## src/rtl/uart_rx_fifo_if.sv

```systemverilog
// Read-side bundle of the console UART receiver: show-ahead FIFO head, pop handshake and status pulses.
interface uart_rx_fifo_if #(parameter int DEPTH = 16);
   localparam int LW = $clog2(DEPTH) + 1;

   logic [7:0]    rd_data;
   logic          rd_valid;
   logic          rd_ready;
   logic          frame_err;
   logic          overrun;
   logic [LW-1:0] level;

   modport master (output rd_data, rd_valid, frame_err, overrun, level, input rd_ready);
   modport slave  (input rd_data, rd_valid, frame_err, overrun, level, output rd_ready);
endinterface

```

## src/rtl/uart_rx_fifo.sv

```systemverilog
// 8N1 UART receiver with 16x oversampling and 3-sample majority vote, feeding a show-ahead byte FIFO.
module uart_rx_fifo #(
   parameter int CLK_FREQ = 100_000_000,
   parameter int BAUD     = 115200,
   parameter int DIV      = CLK_FREQ / (BAUD * 16),
   parameter int DEPTH    = 16
) (
   input  logic           clk,
   input  logic           rstn,
   input  logic           rx,
   uart_rx_fifo_if.master bus
);
   localparam int AW = $clog2(DEPTH);
   localparam int TW = $clog2(DIV);

   typedef enum logic [2:0] {IDLE, START, DATA, STOP, BRK} state_t;

   state_t        state_q, state_d;
   logic          rx_meta, rxs;
   logic [TW-1:0] tcnt;
   logic          tick, tick_clr;
   logic [3:0]    s;
   logic          v7, v8, maj, dec;
   logic [2:0]    bidx;
   logic [7:0]    shreg;
   logic          push, ferr;

   always_ff @(posedge clk or negedge rstn) begin
      if (!rstn) begin
         rx_meta <= 1'b1;
         rxs     <= 1'b1;
      end else begin
         rx_meta <= rx;
         rxs     <= rx_meta;
      end
   end

   // Free-running oversample divider, re-phased to the start edge so samples land mid-bit.
   assign tick = (tcnt == TW'(DIV - 1));

   always_ff @(posedge clk or negedge rstn) begin
      if (!rstn)                tcnt <= '0;
      else if (tick_clr || tick) tcnt <= '0;
      else                      tcnt <= tcnt + 1'b1;
   end

   always_ff @(posedge clk or negedge rstn) begin
      if (!rstn)         s <= '0;
      else if (tick_clr) s <= '0;
      else if (tick)     s <= s + 1'b1;
   end

   always_ff @(posedge clk or negedge rstn) begin
      if (!rstn) begin
         v7 <= 1'b1;
         v8 <= 1'b1;
      end else begin
         if (tick && s == 4'd7) v7 <= rxs;
         if (tick && s == 4'd8) v8 <= rxs;
      end
   end

   assign dec = tick && (s == 4'd9);
   assign maj = (v7 & v8) | (v7 & rxs) | (v8 & rxs);

   always_ff @(posedge clk or negedge rstn) begin
      if (!rstn) state_q <= IDLE;
      else       state_q <= state_d;
   end

   always_comb begin
      state_d  = state_q;
      tick_clr = 1'b0;
      push     = 1'b0;
      ferr     = 1'b0;
      case (state_q)
         IDLE:  if (!rxs) begin
                   state_d  = START;
                   tick_clr = 1'b1;
                end
         START: if (dec) state_d = maj ? IDLE : DATA;
         DATA:  if (dec && bidx == 3'd7) state_d = STOP;
         STOP:  if (dec) begin
                   if (maj) begin
                      push    = 1'b1;
                      state_d = IDLE;
                   end else begin
                      ferr    = 1'b1;
                      state_d = BRK;
                   end
                end
         BRK:   if (rxs) state_d = IDLE;
         default: state_d = IDLE;
      endcase
   end

   always_ff @(posedge clk or negedge rstn) begin
      if (!rstn) begin
         bidx  <= '0;
         shreg <= '0;
      end else if (state_q == START) begin
         bidx <= '0;
      end else if (state_q == DATA && dec) begin
         bidx  <= bidx + 1'b1;
         shreg <= {maj, shreg[7:1]};
      end
   end

   logic [7:0]  mem [DEPTH];
   logic [AW:0] wp, rp;
   logic        empty, full, pop, wr_en;
   logic        ferr_q, ovr_q;

   assign empty = (wp == rp);
   assign full  = (wp[AW] != rp[AW]) && (wp[AW-1:0] == rp[AW-1:0]);
   assign pop   = !empty && bus.rd_ready;
   // A pop in the same cycle frees the head slot, so a full FIFO can still take the byte.
   assign wr_en = push && (!full || pop);

   always_ff @(posedge clk) begin
      if (wr_en) mem[wp[AW-1:0]] <= shreg;
   end

   always_ff @(posedge clk or negedge rstn) begin
      if (!rstn) begin
         wp     <= '0;
         rp     <= '0;
         ferr_q <= 1'b0;
         ovr_q  <= 1'b0;
      end else begin
         if (wr_en) wp <= wp + 1'b1;
         if (pop)   rp <= rp + 1'b1;
         ferr_q <= ferr;
         ovr_q  <= push && full && !pop;
      end
   end

   assign bus.rd_valid  = !empty;
   assign bus.rd_data   = empty ? 8'h00 : mem[rp[AW-1:0]];
   assign bus.level     = wp - rp;
   assign bus.frame_err = ferr_q;
   assign bus.overrun   = ovr_q;
endmodule
```

## src/flat_wrapper.sv

```systemverilog
// flat-port wrapper written by rule: the top's interface ports become plain ports
module uart_rx_fifo_flat 
#(
   parameter int CLK_FREQ = 100_000_000,
   parameter int BAUD     = 115200,
   parameter int DIV      = CLK_FREQ / (BAUD * 16),
   parameter int DEPTH    = 16
)
  (clk, rstn, rx, bus_rd_data, bus_rd_valid, bus_frame_err, bus_overrun, bus_level, bus_rd_ready);
  uart_rx_fifo_if #(.DEPTH(DEPTH)) bus_i ();
  input  logic clk;
  input  logic rstn;
  input  logic rx;
  output wire logic [$bits(bus_i.rd_data)-1:0] bus_rd_data;
  output wire logic [$bits(bus_i.rd_valid)-1:0] bus_rd_valid;
  output wire logic [$bits(bus_i.frame_err)-1:0] bus_frame_err;
  output wire logic [$bits(bus_i.overrun)-1:0] bus_overrun;
  output wire logic [$bits(bus_i.level)-1:0] bus_level;
  input wire logic [$bits(bus_i.rd_ready)-1:0] bus_rd_ready;
  assign bus_rd_data = bus_i.rd_data;
  assign bus_rd_valid = bus_i.rd_valid;
  assign bus_frame_err = bus_i.frame_err;
  assign bus_overrun = bus_i.overrun;
  assign bus_level = bus_i.level;
  assign bus_i.rd_ready = bus_rd_ready;
  uart_rx_fifo #(.CLK_FREQ(CLK_FREQ), .BAUD(BAUD), .DIV(DIV), .DEPTH(DEPTH)) u_core (.clk(clk), .rstn(rstn), .rx(rx), .bus(bus_i));
endmodule
```

## config.mk

```make
export PLATFORM = sky130hd
export DESIGN_NAME = uart_rx_fifo_flat
export DESIGN_NICKNAME = d
export VERILOG_FILES = /design/src/rtl/uart_rx_fifo_if.sv /design/src/rtl/uart_rx_fifo.sv /design/src/flat_wrapper.sv
export SDC_FILE = /design/constraint.sdc
export NUM_CORES = 1
export LEC_CHECK = 0
export BUFFER_PORTS_ARGS = -buffer_cell sky130_fd_sc_hd__clkbuf_2
export CAP_MARGIN = 20
export CORE_MARGIN = 5
export CORE_UTILIZATION = 55
export CTS_CLUSTER_DIAMETER = 30
export DETAILED_ROUTE_END_ITERATION = 10
export PLACE_DENSITY = 0.72
export SYNTH_ARGS = -nofsm -noshare
export SYNTH_HDL_FRONTEND = slang
export SYNTH_SLANG_ARGS = --single-unit
```

## constraint.sdc

```tcl
create_clock -name clk -period 8.8 [get_ports clk]
set_clock_uncertainty 0.1 [all_clocks]
set_input_delay 0 -clock clk [delete_from_list [all_inputs] [get_ports clk]]
set_output_delay 0 -clock clk [all_outputs]
set_load 0.1 [all_outputs]
```

==> results.py, run 1 <==
metrics = {
    "clock_tree": {
        "cts_resized": 0,
        "cts_root_buf": "clkbuf_16",
        "worstSkewPairLatency_ps": 420,
        "cts_sinks": 168,
        "cts_buffers": 17,
        "clock_path_buffers": 2,
        "h-tree-depth": 4,
        "cts_tree": "built",
        "clkTransAtPathRegs_ps": 60,
    },
    "cells_and_area": {
        "fill_cells": 890,
        "utilization_pct": 63.3,
        "n_antenna_cell": 0,
        "layout_commonest_cell": "edfxtp_1",
        "fin_cells": 616,
        "layout_common_cells": "edfxtp_1, dfrtp_1, mux4_2",
        "fin_area_um2": 7950,
        "final_layout_size_suffix_gt1_share_pct": 24.8,
        "nets": 452,
        "area_delta_synth_final_pct": 13.0,
    },
    "global_route": {
        "grt_max_degree": 41,
        "overflow": 0,
        "grt_pass1_wl_um": 21100,
        "antenna_found_initial": 0,
        "track_usage_pct": 19.5,
        "grt_pass1_vias": 3773,
    },
    "logic_synthesis": {
        "netlist_area_um2": 7040,
        "ys_types": 47,
        "yosysSeqAreaShare_pct": 68.9,
        "syn_inst": 401,
        "yosys.area.top_type": "edfxtp_1",
        "ys.warnings.count": 0,
        "synth_top_area_share_pct": 54.6,
        "netlist_top_cells_area": "edfxtp_1, dfrtp_1, mux4_2",
        "ys_ff_latch": 168,
        "synth-edff-count": 128,
        "syn_area_per_cell_um2": 17.6,
        "synthArstFlopShare_pct": 23.8,
        "synth-main-ff-cell": "edfxtp_1",
        "synth_nets": 422,
    },
    "placed_design": {
        "place_area_um2": 7300,
        "gp_congestion": 0.853,
        "io_buffers": 19,
        "place_inst": 579,
        "dp_hpwl_um": 8400,
    },
    "worst_setup_path": {
        "r2r_start": "u_core.rp[3]",
        "critPathLaunchType": "flip-flop",
        "r2r_cells": 6,
        "path_max_fanout": 17,
        "crit_type": "reg -> reg",
        "worstPathArrival_ps": 3260,
        "endpoint_kind": "flip-flop",
        "crit_required_ps": 8730,
        "critical_path.startpoint": "u_core.rp[3]",
        "worstSetupEndpoint": "u_core.mem[2][7]",
        "rrSetupSlack_ps": 5480,
        "r2r_end": "u_core.mem[2][7]",
    },
    "status": {
        "outcome": "finished, final reports clean",
    },
    "floorplanning": {
        "core_area_um2": 12600,
        "ioPinCount": 20,
        "start_util_pct": 56.0,
        "die-area_um2": 15200,
        "placementRows": 41,
        "dieHeight_um": 123,
        "die_w_um": 123,
    },
    "flow_run": {
        "drv_cap": 0,
    },
    "power": {
        "p_sw_share_pct": 34.7,
        "clkPwrFrac_pct": 32.5,
        "power.leakage_nw": 3.10,
        "p_int_mw": 1.51,
        "p_per_area_nw_per_um2": 292,
        "p_switching_mw": 0.805,
        "vdd_drop_max_mv": 0.447,
        "p_seq_share_pct": 37.5,
        "fin_total_pwr_mw": 2.32,
        "p_comb_share_pct": 29.9,
    },
    "timing": {
        "maxSlewHeadroom_pct": 23.5,
        "fin_crit_ps": 3320,
        "setup_viol": 0,
        "timing.fmax_ghz": 0.301,
        "setup_tns_ps": 0,
        "worst_pin_slew_ps": 1150,
        "post-route-period-util_pct": 37.7,
        "drv_slew": 0,
        "rsz0062_at_grt": "no",
        "finalHoldViolations": 0,
    },
    "route": {
        "drtIter0Drc": 390,
        "wl_per_cell_um": 21.2,
        "wl_um": 13100,
        "num_vias": 3529,
        "drc": 0,
        "drt_pass1_iterations": 4,
        "viasPerCell": 5.73,
        "ant_nets": 0,
    },
    "hold_path": {
        "hold_class": "in -> reg",
    },
}
## repair_timing
action | CTS | global route
hold endpoints to repair | 43 | 0
setup buffers | 0 | 0
hold buffers | 3 | 0
## worst min-delay path by stage
stage | start | end | slack [ps] | depth (start not counted)
floorplan | rstn | u_core.bidx[0] | -400 | 0
global placement | rx | u_core.rx_meta | -10 | 1
detailed placement | rx | u_core.rx_meta | -5 | 1
CTS | rx | u_core.rx_meta | 100 | 2
global route | rx | u_core.rx_meta | 120 | 2
finish | rx | u_core.rx_meta | 120 | 2
## cells in the mapped netlist, types with 2 or more instances
library cell    n
buf_6           2
and3_1          4
inv_1           9
nor4_1          5
dfrtp_1        36
nor3_1          3
dfstp_2         4
nor2_1         26
nand3_1         5
xnor2_1        14
a21oi_1         3
buf_2           5
nor3b_1         5
mux4_2         32
mux2_2         10
nand4_1         7
nand2b_1        4
o22ai_1         8
o21ai_0         2
clkbuf_1        8
ha_1           16
xor2_1          6
a21o_1          2
and4_1          2
edfxtp_1      128
nand2_1        14
mux2i_1        19
or3_1           2
nor3_2          2
## worst max-delay path: stages (launching register included)
cell and delay, ps:
dfrtp_1 420, inv_2 400, ha_1 360, nand4_1 130, nor3_2 90, nor3_2 450
nor3b_1 970
## per-layer routing
| layer | routed length [µm] | track usage (%) | vias up |
|---|---|---|---|
| li1 | - | - | 1622 |
| met1 | 5590 | 26.0 | 1795 |
| met2 | 6590 | 31.0 | 91 |
| met3 | 661 | 5.03 | 21 |
| met4 | 209 | 7.89 | 0 |
| met5 | 0 | 0 | - |
## kinds of logic (layout without fill, tap and decap cells)
group | Yosys count | after routing | share of synthesized area, %
xor+xnor | 20 | 20 | 2.49
compound gates | 17 | 17 | 1.49
mux | 62 | 62 | 14.7
flops | 168 | 168 | 68.9
simple gates | 90 | 90 | 7.45
fa+ha+maj | 18 | 18 | 3.29
buf+inv | 26 | 69 | 1.69
## sequential cells by signal, summed over array words and instances, names as in the netlist
| signal | count |
|---|---|
| u_core.bidx | 3 |
| u_core.bus.frame_err | 1 |
| u_core.bus.overrun | 1 |
| u_core.mem | 128 |
| u_core.rp | 5 |
| u_core.rx_meta | 1 |
| u_core.rxs | 1 |
| u_core.s | 4 |
| u_core.shreg | 8 |
| u_core.state_q | 3 |
| u_core.tcnt | 6 |
| u_core.v7 | 1 |
| u_core.v8 | 1 |
| u_core.wp | 5 |
## power by group through the flow
stage | clock network (mW) | registers (mW) | logic [mW]
CTS | 0.770 | 0.870 | 0.703
global placement | 0 | 0.886 | 0.696
detailed placement | 0 | 0.886 | 0.698
global route | 0.808 | 0.872 | 0.738
finish | 0.755 | 0.871 | 0.694
floorplan | 0 | 0.884 | 0.598
## final cells by class
cell class                 instances  area [µm²]  area share, %
tap                              172         215           2.71
sequential                       168        4850           61.0
clock inverter                     8         118           1.48
clock buffer                      24         492           6.18
timing repair buffer              27         163           2.05
multi-input combinational        207        2080           26.1
inverter                          10        37.5          0.472
## stage by stage
step | hold WS (ps) | setup slack (ps)
after detailed placement | -5.42 | 5450
after CTS | 97.0 | 5420
final | 117 | 5480
after floorplan | -396 | 4560
after global routing | 120 | 5340
after global placement | -10.3 | 5560
No activity file was read; power rests on OpenSTA's default activity.
==> run 2, diff against run 1 <==
Clock period 8.8 ns to 3.2 ns, I/O delays scaled along.
==> results.py, run 2 (synthesized netlist as in run 1, its figures left out) <==
metrics = {
    "worst_setup_path": {
        "worstPathCellList": "inv_1, ha_1, nand4_4, or3_1, nor4_2, and3_1",
        "worstPathArrival_ps": 2610,
        "r2r_cells": 6,
        "critPathLaunchType": "flip-flop",
        "crit_buf_inv": 1,
        "rrSetupSlack_ps": 570,
        "endpoint_kind": "flip-flop",
        "crit_required_ps": 3170,
        "critPathTopFamily": "simple AND/OR/NAND/NOR gates",
        "path_max_fanout": 8,
        "crit_path_top_delay_cell": "or3_1",
        "path_depth": 6,
        "cpPeakStageDelay_ps": 530,
        "crit_type": "reg -> reg",
    },
    "clock_tree": {
        "cts_buffers": 17,
        "cts_resized": 0,
        "cts_setup_buffers": 0,
        "worstSkewPairLatency_ps": 420,
        "clkTransAtPathRegs_ps": 60,
        "cts_tree": "built",
        "cts_sinks": 168,
        "hold_buffers": 3,
        "clock_path_buffers": 2,
        "cts_root_buf": "clkbuf_16",
        "h-tree-depth": 4,
    },
    "placed_design": {
        "io_buffers": 19,
        "place_ws_ps": 574,
        "dp_hpwl_um": 9060,
        "gp_congestion": 0.834,
    },
    "timing": {
        "maxSlewHeadroom_pct": 53.1,
        "fin_crit_ps": 2630,
        "drv_slew": 0,
        "timing.fmax_ghz": 0.380,
        "timing.final.ws_setup_ps": 567,
        "worst_pin_slew_ps": 697,
        "setup_viol": 0,
        "setup_tns_ps": 0,
        "finalHoldViolations": 0,
        "post-route-period-util_pct": 82.3,
        "rsz0062_at_grt": "no",
    },
    "power": {
        "vdd_drop_max_mv": 0.718,
        "power.leakage_nw": 3.20,
        "p_per_area_nw_per_um2": 806,
    },
    "route": {
        "drc": 0,
        "wl_um": 13600,
        "ant_nets": 0,
        "drt_pass1_iterations": 5,
        "drtIter0Drc": 278,
        "num_vias": 3546,
        "viasPerCell": 5.64,
        "wl_per_cell_um": 21.6,
    },
    "floorplanning": {
        "start_util_pct": 56.0,
        "ioPinCount": 20,
        "core_area_um2": 12600,
        "placementRows": 41,
        "die-area_um2": 15200,
        "die_w_um": 123,
        "dieHeight_um": 123,
    },
    "cells_and_area": {
        "layout_commonest_cell": "edfxtp_1",
        "fill_cells": 861,
        "layout_common_cells": "edfxtp_1, dfrtp_1, mux4_2",
        "area_delta_synth_final_pct": 17.4,
        "multi_input_area_um2": 2190,
        "largest_reg_flops": 128,
        "nets": 466,
        "utilization_pct": 65.8,
        "regArea_um2": 4850,
        "final_layout_size_suffix_gt1_share_pct": 28.7,
        "n_antenna_cell": 0,
    },
    "global_route": {
        "grt_max_degree": 41,
        "grt_pass1_wl_um": 21600,
        "overflow": 0,
        "antenna_found_initial": 0,
        "track_usage_pct": 19.8,
        "grt_pass1_vias": 3742,
    },
    "hold_path": {
        "hold_class": "in -> async",
    },
    "flow_run": {
        "drv_cap": 0,
    },
    "status": {
        "outcome": "finished, final reports clean",
    },
}
==> run 2: cell count changes in the layout (fill, tap and decap cells not counted), moves of 2 or more <==
cell,change
buf_4,+16
o22ai_4,+8
buf_12,+9
clkbuf_2,-10
nand2_1,-3
clkbuf_8,-4
clkbuf_4,-2
clkinv_1,+4
o22ai_1,-8
nand2_2,+3
==> run 2: worst paths after layout <==
kind,from,end
setup / recovery,u_core.tcnt[1],u_core.mem[11][0]
hold / removal,rstn,u_core.s[2]
setup reg to reg,u_core.tcnt[1],u_core.mem[11][0]
hold reg to reg,u_core.rx_meta,u_core.rxs
max in group asynchronous,rstn,u_core.v8
min in group clk,rx,u_core.rx_meta
==> run 2: area by class of cell <==
type,count,area share [%]
Inverter,10,0.454
Clock buffer,19,5.24
Multi-Input combinational cell,207,26.5
Timing Repair Buffer,41,5.15
Clock inverter,12,1.33
Sequential cell,168,58.7
Tap cell,172,2.60
==> run 2: through the flow <==
| step | cell area [µm²] | instances | hold slack [ps] | total power [mW] |
|---|---|---|---|---|
| 6_report | 8270 | 629 | 9.56 | 6.66 |
| 5_1_grt | 8270 | 629 | 46.1 | 6.92 |
| 4_1_cts | 8240 | 628 | 93.8 | 6.72 |
| 3_5_place_dp | 7670 | 594 | -10.3 | 4.84 |
| 3_3_place_gp | 7670 | 594 | -10.2 | 4.81 |
| 2_1_floorplan | 7160 | 401 | -396 | 4.26 |
==> run 2: per-layer routing <==
layer	global-route usage, %	routed length [µm]
met1	26.4	5530
met2	32.4	7260
met3	4.35	639
met4	7.27	133
met5	0	0
==> run 2: report_power, final <==
part	total, mW	leakage (nW)	switching (mW)	internal (mW)
Clock	1.90	0.262	0.776	1.13
Sequential	2.40	1.91	0.0430	2.36
Combinational	2.36	1.03	1.55	0.810
Total	6.66	3.20	2.37	4.30
==> run 3, diff against run 2 <==
Clock period 3.2 ns to 2.47 ns, I/O delays scaled along.
==> results.py, run 3 (synthesized netlist as in run 1, its figures left out) <==
metrics = {
    "cells_and_area": {
        "largest_reg_flops": 128,
        "layout_commonest_cell": "edfxtp_1",
        "area_delta_synth_final_pct": 22.4,
        "layout_common_cells": "edfxtp_1, dfrtp_1, mux4_2",
        "nets": 482,
        "final_layout_size_suffix_gt1_share_pct": 37.1,
        "fin_area_um2": 8610,
        "utilization_pct": 68.5,
        "n_antenna_cell": 0,
    },
    "worst_setup_path": {
        "worstPathCellList": "inv_2, ha_1, and4_1, nand2_8, nand2_4, o22ai_4, buf_12",
        "path_max_fanout": 8,
        "cpPeakStageDelay_ps": 410,
        "endpoint_kind": "output port",
        "crit_type": "reg -> out",
        "crit_path_top_delay_cell": "dfrtp_1",
        "crit_buf_inv": 2,
        "critPathLaunchType": "flip-flop",
        "crit_required_ps": 2370,
        "critPathTopFamily": "simple AND/OR/NAND/NOR gates",
        "worstPathArrival_ps": 2270,
    },
    "timing": {
        "fin_crit_ps": 2370,
        "timing.final.ws_setup_ps": 100,
        "timing.fmax_ghz": 0.422,
        "drv_slew": 0,
        "rsz0062_at_grt": "no",
        "setup_viol": 0,
        "finalHoldViolations": 0,
        "maxSlewHeadroom_pct": 55.6,
        "post-route-period-util_pct": 95.9,
        "worst_pin_slew_ps": 667,
    },
    "floorplanning": {
        "placementRows": 41,
        "ioPinCount": 20,
        "dieHeight_um": 123,
        "die_w_um": 123,
        "start_util_pct": 56.0,
        "core_area_um2": 12600,
        "die-area_um2": 15200,
    },
    "flow_run": {
        "drv_cap": 0,
    },
    "clock_tree": {
        "cts_root_buf": "clkbuf_16",
        "cts_buffers": 17,
        "h-tree-depth": 4,
        "cts_tree": "built",
        "cts_sinks": 168,
        "clock_path_buffers": 2,
        "worstSkewPairLatency_ps": 420,
        "clkTransAtPathRegs_ps": 60,
    },
    "power": {
        "p_per_area_nw_per_um2": 1060,
        "power.leakage_nw": 3.31,
        "fin_total_pwr_mw": 9.15,
        "vdd_drop_max_mv": 1.09,
    },
    "global_route": {
        "track_usage_pct": 20.1,
        "antenna_found_initial": 0,
        "grtUsageMet1_pct": 26.5,
        "grtUsageMet2_pct": 32.6,
        "grt_pass1_wl_um": 21900,
        "overflow": 0,
        "grt_pass1_vias": 3887,
        "grtUsageMet3_pct": 4.76,
        "grt_max_degree": 36,
        "busiest_layer": "met2",
    },
    "route": {
        "drc": 0,
        "wl_per_cell_um": 21.5,
        "wl_um": 13900,
        "viasPerCell": 5.69,
        "drtIter0Drc": 282,
        "num_vias": 3678,
        "drt_pass1_iterations": 4,
        "ant_nets": 0,
    },
    "placed_design": {
        "dp_hpwl_um": 9230,
        "place_ws_ps": 8.35,
        "place_area_um2": 7910,
        "io_buffers": 19,
        "gp_congestion": 0.774,
    },
    "status": {
        "outcome": "finished, final reports clean",
    },
    "hold_path": {
        "hold_class": "in -> reg",
    },
}
-- run 3: final timing paths --
check / slack [ps] / end / cells after the start / from
worst min register to register: 260 / u_core.rxs / 0 / u_core.rx_meta
min in group asynchronous: 480 / u_core.state_q[0] / 3 / rstn
worst max-delay path: 100 / bus_rd_data[0] / 7 / u_core.rp[3]
worst max register to register: 120 / u_core.mem[8][1] / 6 / u_core.tcnt[1]
worst min-delay path: 120 / u_core.rx_meta / 2 / rx
max in group asynchronous: 740 / u_core.shreg[5] / 4 / rstn
-- run 3: cell type report --
class / instances / area (µm²)
repair buffers: 57 / 618
flip-flops and latches: 168 / 4850
well taps: 172 / 215
clock buffers: 18 / 429
inverters: 10 / 37.5
clock inverters: 14 / 140
fillers: 852 / 3950
multi-input cells: 207 / 2320
-- run 3: repair_timing --
item / CTS / global route
endpoints found under the setup margin: 14 / 100
hold buffers: 5 / 0
gates resized for setup: 8 / 9
buffers inserted: 0 / 1
endpoints found under the hold margin: 41 / 0
cloned: 0 / 1
pin swaps: 0 / 2
-- run 3: worst register-to-register path, stage by stage, from the launching register on --
cell     delay, ps
dfrtp_1        400
inv_1           70
ha_1           180
nand4_4        100
or3_1          460
nor4_2         350
and3_2         380
-- run 3: per-stage QoR --
stage               setup TNS (ps)  hold slack (ps)  instances
floorplan                    -4860             -396        401
global placement                 0            -89.9        607
detailed placement               0            -83.5        607
CTS                              0             93.9        644
global route                     0              128        646
finish                           0              123        646
-- run 3: layer usage --
metal  share of wire (%)  vias up
met5                   0        -
met4                 1.6        0
met3                 5.2       15
met2                  52       88
met1                  41     1898
li1                    -     1677
-- run 3: where the power goes --
group / total, mW / internal [mW] / switching (mW)
combinational: 3.51 / 1.35 / 2.17
sequential: 3.11 / 3.06 / 0.0514
clock: 2.53 / 1.41 / 1.11
total: 9.15 / 5.82 / 3.33
